[src/rtl/spi16_master.sv]
`default_nettype none
// ----------------------------------------------------------------------------
// spi16_master : 16-bit SPI mode-0 initiator, MSB first, one word per nSS frame
// Revision 1.0
// ----------------------------------------------------------------------------
module spi16_master #(
  parameter int unsigned HALF_PERIOD = 4,
  parameter int unsigned CS_SETUP    = 2,
  parameter int unsigned CS_HOLD     = 2,
  parameter int unsigned MIN_GAP     = 2
) (
  input  logic        clk,
  input  logic        res_n,
  input  logic        start,
  input  logic [15:0] din,
  output logic [15:0] dout,
  output logic        busy,
  output logic        done,
  output logic        nSS,
  output logic        SCLK,
  output logic        MOSI,
  input  logic        MISO
);

  localparam logic [7:0] c_HALF_LAST  = 8'(HALF_PERIOD - 1);
  localparam logic [7:0] c_SETUP_LAST = 8'(CS_SETUP - 1);
  localparam logic [7:0] c_HOLD_LAST  = 8'(CS_HOLD - 1);
  localparam logic [7:0] c_GAP_LAST   = 8'(MIN_GAP - 1);

  typedef enum logic [2:0] {
    IDLE     = 3'd0,
    SETUP    = 3'd1,
    SHIFT_LO = 3'd2,
    SHIFT_HI = 3'd3,
    HOLD     = 3'd4,
    GAP      = 3'd5
  } state_t;

  state_t      state_q;
  logic [7:0]  cnt_q;
  logic [3:0]  bit_q;
  logic [14:0] tx_q;
  logic [15:0] rx_q;
  logic [15:0] dout_q;
  logic        miso_q;
  logic        busy_q;
  logic        done_q;
  logic        nss_q;
  logic        sclk_q;
  logic        mosi_q;

  logic [7:0]  cnt_lim;
  logic        cnt_end;

  // Every timed state runs its phase counter from 0 up to its own limit.
  always_comb begin
    cnt_lim = c_HALF_LAST;
    case (state_q)
      SETUP:   cnt_lim = c_SETUP_LAST;
      HOLD:    cnt_lim = c_HOLD_LAST;
      GAP:     cnt_lim = c_GAP_LAST;
      default: cnt_lim = c_HALF_LAST;
    endcase
  end

  assign cnt_end = (cnt_q == cnt_lim);

  always_ff @(posedge clk) begin
    if (!res_n) begin
      state_q <= IDLE;
      cnt_q   <= 8'd0;
      bit_q   <= 4'd0;
      tx_q    <= 15'd0;
      rx_q    <= 16'd0;
      dout_q  <= 16'd0;
      miso_q  <= 1'b0;
      busy_q  <= 1'b0;
      done_q  <= 1'b0;
      nss_q   <= 1'b1;
      sclk_q  <= 1'b0;
      mosi_q  <= 1'b0;
    end else begin
      miso_q <= MISO;
      done_q <= 1'b0;
      case (state_q)
        IDLE: begin
          if (start) begin
            tx_q    <= din[14:0];
            mosi_q  <= din[15];
            nss_q   <= 1'b0;
            busy_q  <= 1'b1;
            cnt_q   <= 8'd0;
            bit_q   <= 4'd0;
            state_q <= SETUP;
          end
        end

        SETUP: begin
          if (cnt_end) begin
            cnt_q   <= 8'd0;
            state_q <= SHIFT_LO;
          end else begin
            cnt_q <= cnt_q + 8'd1;
          end
        end

        SHIFT_LO: begin
          if (cnt_end) begin
            cnt_q   <= 8'd0;
            sclk_q  <= 1'b1;
            state_q <= SHIFT_HI;
          end else begin
            cnt_q <= cnt_q + 8'd1;
          end
        end

        SHIFT_HI: begin
          if (cnt_end) begin
            cnt_q  <= 8'd0;
            sclk_q <= 1'b0;
            rx_q   <= {rx_q[14:0], miso_q};
            // MOSI only moves together with the falling SCLK edge.
            if (bit_q == 4'd15) begin
              mosi_q  <= 1'b0;
              state_q <= HOLD;
            end else begin
              bit_q   <= bit_q + 4'd1;
              mosi_q  <= tx_q[14];
              tx_q    <= {tx_q[13:0], 1'b0};
              state_q <= SHIFT_LO;
            end
          end else begin
            cnt_q <= cnt_q + 8'd1;
          end
        end

        HOLD: begin
          if (cnt_end) begin
            cnt_q   <= 8'd0;
            nss_q   <= 1'b1;
            dout_q  <= rx_q;
            done_q  <= 1'b1;
            state_q <= GAP;
          end else begin
            cnt_q <= cnt_q + 8'd1;
          end
        end

        GAP: begin
          // The done cycle is the first gap cycle.
          if (cnt_end) begin
            cnt_q   <= 8'd0;
            busy_q  <= 1'b0;
            state_q <= IDLE;
          end else begin
            cnt_q <= cnt_q + 8'd1;
          end
        end

        default: begin
          cnt_q   <= 8'd0;
          bit_q   <= 4'd0;
          nss_q   <= 1'b1;
          sclk_q  <= 1'b0;
          mosi_q  <= 1'b0;
          busy_q  <= 1'b0;
          state_q <= IDLE;
        end
      endcase
    end
  end

  assign dout = dout_q;
  assign busy = busy_q;
  assign done = done_q;
  assign nSS  = nss_q;
  assign SCLK = sclk_q;
  assign MOSI = mosi_q;

endmodule
`default_nettype wire

[config.mk]
export PLATFORM = sky130hd
export DESIGN_NAME = spi16_master
export DESIGN_NICKNAME = d
export VERILOG_FILES = /design/src/rtl/spi16_master.sv
export SDC_FILE = /design/constraint.sdc
export NUM_CORES = 1
export LEC_CHECK = 0
export ABC_CLOCK_PERIOD_IN_PS = 2200
export CAP_MARGIN = 10
export CORE_ASPECT_RATIO = 0.8
export CORE_UTILIZATION = 55
export DETAILED_ROUTE_END_ITERATION = 16
export PLACE_DENSITY = 0.8
export SETUP_SLACK_MARGIN = 0.05
export SLEW_MARGIN = 10
export SYNTH_ARGS = -nofsm -noshare
export SYNTH_HDL_FRONTEND = slang
export SYNTH_SLANG_ARGS = --single-unit
[constraint.sdc]
create_clock -name clk -period 2.2 [get_ports clk]
set_clock_uncertainty 0.05 [all_clocks]
set_input_delay 0.55 -clock clk [delete_from_list [all_inputs] [get_ports clk]]
set_output_delay 0.55 -clock clk [all_outputs]
set_load 0.01 [all_outputs]
==> qor.csv, run 1 <==
stage;metric;value;unit
status;status;finished clean;
floorplan;Initial Util;57.19;%
grt;grt met3 use;7.500;%
synthesis;number of enable flip-flop cells after synthesis;0;
grt;initial antenna violation count;0;
route;drt pass-1 iters;4;
layout;Post-Route Utilization;71.20;%
sta;min Tclk post-route;1.973;ns
sta;RSZ-0062 raised after global routing;false;
synthesis;async set or reset register ratio after synthesis;0;%
critical_path;crit path max fanout;14;
sta;Final WS setup;0.2269;ns
sta;Worst Tran Pin Value;0.4822;ns
floorplan;CORE AREA;5465;um2
layout;commonest non-fill, non-tap cell in the layout;nand2_1;
sta;slew margin rel.;67.64;%
layout;most frequent cells in the layout;nand2_1, dfxtp_1, mux2i_1, clkdlybuf4s50_1, buf_4;
grt;largest net degree at the start of global routing;75;
critical_path;WP depth;5;
layout;Area growth syn-to-layout;24.50;%
placement;Placed Area;3667;um2
layout;Final Cell Area;3891;um2
power_and_ir_drop;LEAKAGE;1.587;nW
synthesis;Mapped Area;3125;um2
synthesis;syn avg cell area;9.587;um2
layout;share of cells above drive strength 1;16.09;%
route;vias per inst;5.394;
placement;detailed placer's ending HPWL;4.248;mm
placement;routability cong.;0.8395;
critical_path;worst path arrival time;2.20;ns
floorplan;die height;69.43;um
route;routed vias;2465;
clock_tree;CTS tree;built;
clock_tree;clock-pin slew on the worst setup and hold paths;0.08;ns
grt;met1 Use GR;29.13;%
critical_path;CP top delay family;simple AND/OR/NAND/NOR gates;
placement;Setup WS pre-CTS;-0.06015;ns
grt;routing usage on met2;35.63;%
synthesis;warning count from the yosys run;0;
power_and_ir_drop;clock share of power;41.4;%
synthesis;flops & latches, synth;68;
clock_tree;# clock sinks;68;
sta;# setup viols final;0;
power_and_ir_drop;Switch Pwr;0.6941;mW
grt;vias in the first global route;2269;
power_and_ir_drop;Comb power frac;11.7;%
floorplan;I/O pins;41;
synthesis;Netlist cell types;51;
floorplan;die area;5990;um2
critical_path;Crit Path Class;reg -> reg;
power_and_ir_drop;Peak VDD IR;0.3274;mV
sta;final worst path period share;89.69;%
route;Starting DRT DRC Count;158;
power_and_ir_drop;internal power;2.088;mW
floorplan;# rows;24;
critical_path;Startpoint Class;flop;
placement;IO Port Bufs;40;
grt;grt peak-use layer;met2;
critical_path;critical path cell sequence;inv_1 > or4_1 > o211ai_4 > buf_12 > mux2i_1;
route;Wirelength per Cell;13.43;um
clock_tree;clk_lat worst skew;0.35;ns
route;DRC violations left;0;
grt;grt total ovfl;0;
power_and_ir_drop;Power Total;2.782;mW
synthesis;post-synthesis cell count;326;
clock_tree;Root Buffer Master;clkbuf_8;
critical_path;CP Buf/Inv Count;2;
critical_path;CP endpoint kind;flop;
clock_tree;Max clock buf depth;2;
critical_path;Critical Path RT;2.43;ns
power_and_ir_drop;switch share;24.95;%
route;final antenna-violating net count;0;
sta;Hold WS;0.3979;ns
critical_path;CP peak stage delay;0.61;ns
sta;Achievable Freq;0.5068;GHz
power_and_ir_drop;pwr/cell area;715.0;nW/um2
sta;Slew Limit Fails;0;
flow_run;max-cap viol count;0;
clock_tree;H-tree lvl count;3;
grt;first-pass GRT wire length;10.53;mm
layout;ant diodes;0;
critical_path;Reg2Reg Depth;5;
synthesis;main flop type after synthesis;dfxtp_1;
critical_path;slowest library cell on the worst path;or4_1;
synthesis;sequential fraction of the synthesis area;43.55;%
hold_path;hold-critical path depth;2;
sta;final hold viol count;0;
clock_tree;Setup Buffers After CTS;0;
grt;total track usage;22.70;%
floorplan;Die X;86.28;um
hold_path;Hold Crit Class;reg -> reg;
clock_tree;TritonCTS buffer count;9;
layout;Final nets;396;
route;final WL;6.136;mm
synthesis;Syn Nets;348;
power_and_ir_drop;Reg power frac;46.9;%
[cell families after synthesis]
logic type      Yosys count  share of synthesized area [%]
simple gates            123                          19.34
buf+inv                  28                          5.324
xor+xnor                  6                          1.922
mux                      60                          19.78
flops                    68                          43.55
fa+ha+maj                 2                         0.8005
compound gates           39                          9.287
[synth_stat cells (5+ instances only)]
master | count | area, um2
nand2_1 | 72 | 270.3
dfxtp_1 | 68 | 1361
mux2i_1 | 46 | 460.4
mux2_2 | 14 | 157.7
clkbuf_1 | 10 | 37.54
nor2_1 | 10 | 37.54
a211oi_1 | 7 | 52.55
a21oi_1 | 7 | 35.03
and3_1 | 6 | 37.54
inv_1 | 6 | 22.52
nand3_1 | 6 | 30.03
nand4_1 | 6 | 37.54
xor2_1 | 5 | 43.79
[tightest hold or removal path, stage by stage (launching register included)]
cell and delay [ns]:
dfxtp_1 0.30, nand2_1 0.04, mux2i_1 0.06
[metal layers]
metal  share of wire (%)  vias to the layer above
met5                   0                        -
met4                 1.4                        0
met3                 3.7                       10
met2                  48                       49
met1                  47                     1159
li1                    -                     1247
[worst paths after layout]
path	endpoint	slack (ns)	startpoint
worst max-delay path	tx_q[9]$_SDFFE_PN0P_	0.23	state_q[0]$_SDFFE_PN0P_
worst min-delay path	rx_q[0]$_SDFFE_PN0P_	0.40	miso_q$_SDFF_PN0_
worst max register to register	tx_q[9]$_SDFFE_PN0P_	0.23	state_q[0]$_SDFFE_PN0P_
worst min register to register	rx_q[0]$_SDFFE_PN0P_	0.40	miso_q$_SDFF_PN0_
[sequential cells by signal, indices dropped and copies added (netlist names), 3 cells and up]
register  count
tx_q         15
dout         16
state_q       3
cnt_q         8
bit_q         4
rx_q         16
[what timing repair did]
action,CTS,global route
gates resized for setup,0,1
endpoints found under the setup margin,0,9
hold buffers,0,0
[power by group through the flow]
stage	Sequential, mW	Combinational, mW	Clock (mW)
2_1_floorplan	1.32	0.205	0
3_3_place_gp	1.33	0.320	0
3_5_place_dp	1.33	0.326	0
4_1_cts	1.30	0.328	1.18
5_1_grt	1.31	0.355	1.23
6_report	1.30	0.327	1.15
[through the flow]
stage | cells | setup TNS (ns)
4_1_cts | 457 | 0
6_report | 457 | 0
3_5_place_dp | 441 | -0.2369
5_1_grt | 457 | 0
2_1_floorplan | 326 | 0
3_3_place_gp | 441 | -0.05713
[cell type report]
class / instances / area, um2
Sequential cell: 68 / 1363
Clock buffer: 9 / 123.9
Tap cell: 78 / 97.59
Fill cell: 442 / 1574
Inverter: 6 / 22.52
Multi-Input combinational cell: 230 / 1598
Clock inverter: 7 / 98.84
Timing Repair Buffer: 59 / 588.1
Power figures use the tool's default switching activity.
==> inputs of run 2 (changes only) <==
CORE_UTILIZATION = 34   (was 55)
PLACE_DENSITY = not set   (was 0.8)
==> qor.csv, run 2 (synthesis gave the netlist of run 1 again) <==
stage;metric;value;unit;change
clock_tree;clk_lat worst skew;0.32;ns;-0.03 ns
layout;ant diodes;0;;unchanged
placement;routability cong.;0.8197;;-2.4%
floorplan;# rows;30;;+25%
sta;final hold viol count;0;;unchanged
grt;largest net degree at the start of global routing;75;;unchanged
layout;Multi-input gate area;1598;um2;unchanged
floorplan;die area;9582;um2;+60%
layout;Area growth syn-to-layout;28.86;%;
grt;grt total ovfl;0;;unchanged
critical_path;Crit Path Class;reg -> reg;;
sta;Final WS setup;0.2746;ns;+0.04770 ns
sta;slew margin rel.;65.98;%;-1.7 points
route;final WL;6.232;mm;+1.6%
clock_tree;Setup Buffers After CTS;0;;unchanged
critical_path;slowest library cell on the worst path;dfxtp_1;;
critical_path;Worst R2R End;dout[9]$_SDFFE_PN0P_;;
hold_path;hold_sp;tx_q[7]$_SDFFE_PN0P_;;
clock_tree;# clock sinks;68;;unchanged
floorplan;Die X;109.2;um;+27%
clock_tree;CTS tree;built;;
clock_tree;CTS resizes;0;;unchanged
floorplan;CORE AREA;8708;um2;+59%
sta;Worst Tran Pin Value;0.5069;ns;+0.02470 ns
layout;most frequent cells in the layout;nand2_1, dfxtp_1, mux2i_1, clkdlybuf4s50_1, buf_4;;
floorplan;Initial Util;35.89;%;-21 points
route;DRC violations left;0;;unchanged
route;Wirelength per Cell;12.62;um;-6.0%
clock_tree;Max clock buf depth;2;;unchanged
power_and_ir_drop;pwr/cell area;771.9;nW/um2;+8.0%
clock_tree;H-tree lvl count;3;;unchanged
hold_path;hold-critical path depth;2;;unchanged
sta;RSZ-0062 raised after global routing;false;;
critical_path;Reg2Reg Depth;5;;unchanged
layout;share of cells above drive strength 1;16.75;%;+0.66 points
floorplan;die height;87.76;um;+26%
critical_path;worst r2r src;state_q[2]$_SDFFE_PN0P_;;
layout;fillers;845;;+91%
critical_path;Critical Path RT;2.40;ns;-0.03 ns
layout;commonest non-fill, non-tap cell in the layout;nand2_1;;
hold_path;end of the worst hold path;tx_q[7]$_SDFFE_PN0P_;;
hold_path;Hold Crit Class;reg -> reg;;
flow_run;max-cap viol count;0;;unchanged
grt;first-pass GRT wire length;10.51;mm;-0.20%
critical_path;CP top delay family;flip-flops;;
placement;Setup WS pre-CTS;-0.04813;ns;+0.01202 ns
critical_path;CP peak stage delay;0.60;ns;about the same
status;status;finished clean;;
grt;vias in the first global route;2232;;-1.6%
critical_path;CP Buf/Inv Count;1;;-1
power_and_ir_drop;LEAKAGE;1.633;nW;+2.9%
sta;Slew Limit Fails;0;;unchanged
sta;min Tclk post-route;1.925;ns;-0.04770 ns
clock_tree;clock-pin slew on the worst setup and hold paths;0.06;ns;-0.02 ns
placement;detailed placer's ending HPWL;4.289;mm;+0.98%
route;Starting DRT DRC Count;101;;-36%
floorplan;I/O pins;41;;unchanged
layout;Sequential cell area;1363;um2;unchanged
layout;Post-Route Utilization;46.25;%;-25 points
clock_tree;TritonCTS buffer count;9;;unchanged
sta;Fin Setup TNS;0;ns;unchanged
power_and_ir_drop;Peak VDD IR;0.4841;mV;+48%
critical_path;worst path arrival time;2.12;ns;-0.08 ns
clock_tree;Root Buffer Master;clkbuf_16;;
sta;Achievable Freq;0.5194;GHz;+2.5%
route;final antenna-violating net count;0;;unchanged
grt;total track usage;14.08;%;-8.6 points
clock_tree;# hold bufs at CTS;0;;unchanged
critical_path;CP endpoint kind;flop;;
critical_path;flop2flop setup slack;0.27;ns;+0.05 ns
route;vias per inst;4.893;;-9.3%
placement;IO Port Bufs;40;;unchanged
layout;Final nets;399;;+0.76%
critical_path;Startpoint Class;flop;;
grt;initial antenna violation count;0;;unchanged
sta;final worst path period share;87.52;%;-2.2 points
route;routed vias;2417;;-1.9%
critical_path;critical path cell sequence;o21bai_1 > xnor2_2 > nand4b_1 > buf_12 > mux2i_1;;
critical_path;crit path max fanout;18;;+4
route;drt pass-1 iters;6;;+2
sta;# setup viols final;0;;unchanged
==> run 2: cell types whose count changed in the layout (fill, tap and decap cells not counted) <==
cell,previous run,this run
buf_12,4,3
buf_4,15,19
bufinv_16,2,1
clkbuf_16,0,9
clkbuf_8,9,0
clkinv_2,1,0
inv_6,2,4
==> run 2: worst max-delay path by stage <==
stage | end | from | slack, ns | cells after the start
floorplan | tx_q[14]$_SDFFE_PN0P_ | start | 0.49 | 5
global placement | tx_q[6]$_SDFFE_PN0P_ | start | -0.02 | 6
detailed placement | tx_q[6]$_SDFFE_PN0P_ | start | -0.05 | 6
CTS | rx_q[0]$_SDFFE_PN0P_ | state_q[1]$_SDFFE_PN0P_ | 0.12 | 6
global route | cnt_q[3]$_SDFFE_PN0P_ | state_q[2]$_SDFFE_PN0P_ | 0.14 | 4
finish | dout[9]$_SDFFE_PN0P_ | state_q[2]$_SDFFE_PN0P_ | 0.27 | 5
==> run 2: per-layer routing <==
metal,up-vias,track usage [%],wire length (um)
met5,-,0,0
met4,0,4.000,45
met3,6,4.241,258
met2,46,21.44,2658
met1,1109,19.26,3270
li1,1256,-,-
==> run 2: report_power, final <==
part	total (mW)	switching [mW]	internal, mW	leakage, nW
registers	1.31	0.0328	1.27	0.552
clock network	1.47	0.579	0.895	0.147
logic	0.329	0.156	0.172	0.933
==> run 2: area by class of cell <==
class	instances	area share (%)
Multi-Input combinational cell	230	39.67
Sequential cell	68	33.83
Timing Repair Buffer	62	14.85
Clock buffer	9	5.592
Tap cell	112	3.479
Clock inverter	7	2.019
Inverter	6	0.5592
==> run 2: worst register-to-register path, cell delays in order (launching register included) <==
cell and delay, ns:
dfxtp_1 0.60, o21bai_1 0.17, xnor2_2 0.39, nand4b_1 0.23
buf_12 0.20, mux2i_1 0.21
==> run 2: per-stage QoR <==
step / hold WS, ns / instances / area [um2] / power, mW
floorplan: 0.3740 / 326 / 3126 / 1.526
global placement: 0.3890 / 478 / 3720 / 1.658
detailed placement: 0.4009 / 478 / 3720 / 1.662
CTS: 0.4098 / 494 / 4026 / 3.143
global route: 0.4302 / 494 / 4028 / 3.243
finish: 0.4051 / 494 / 4028 / 3.109
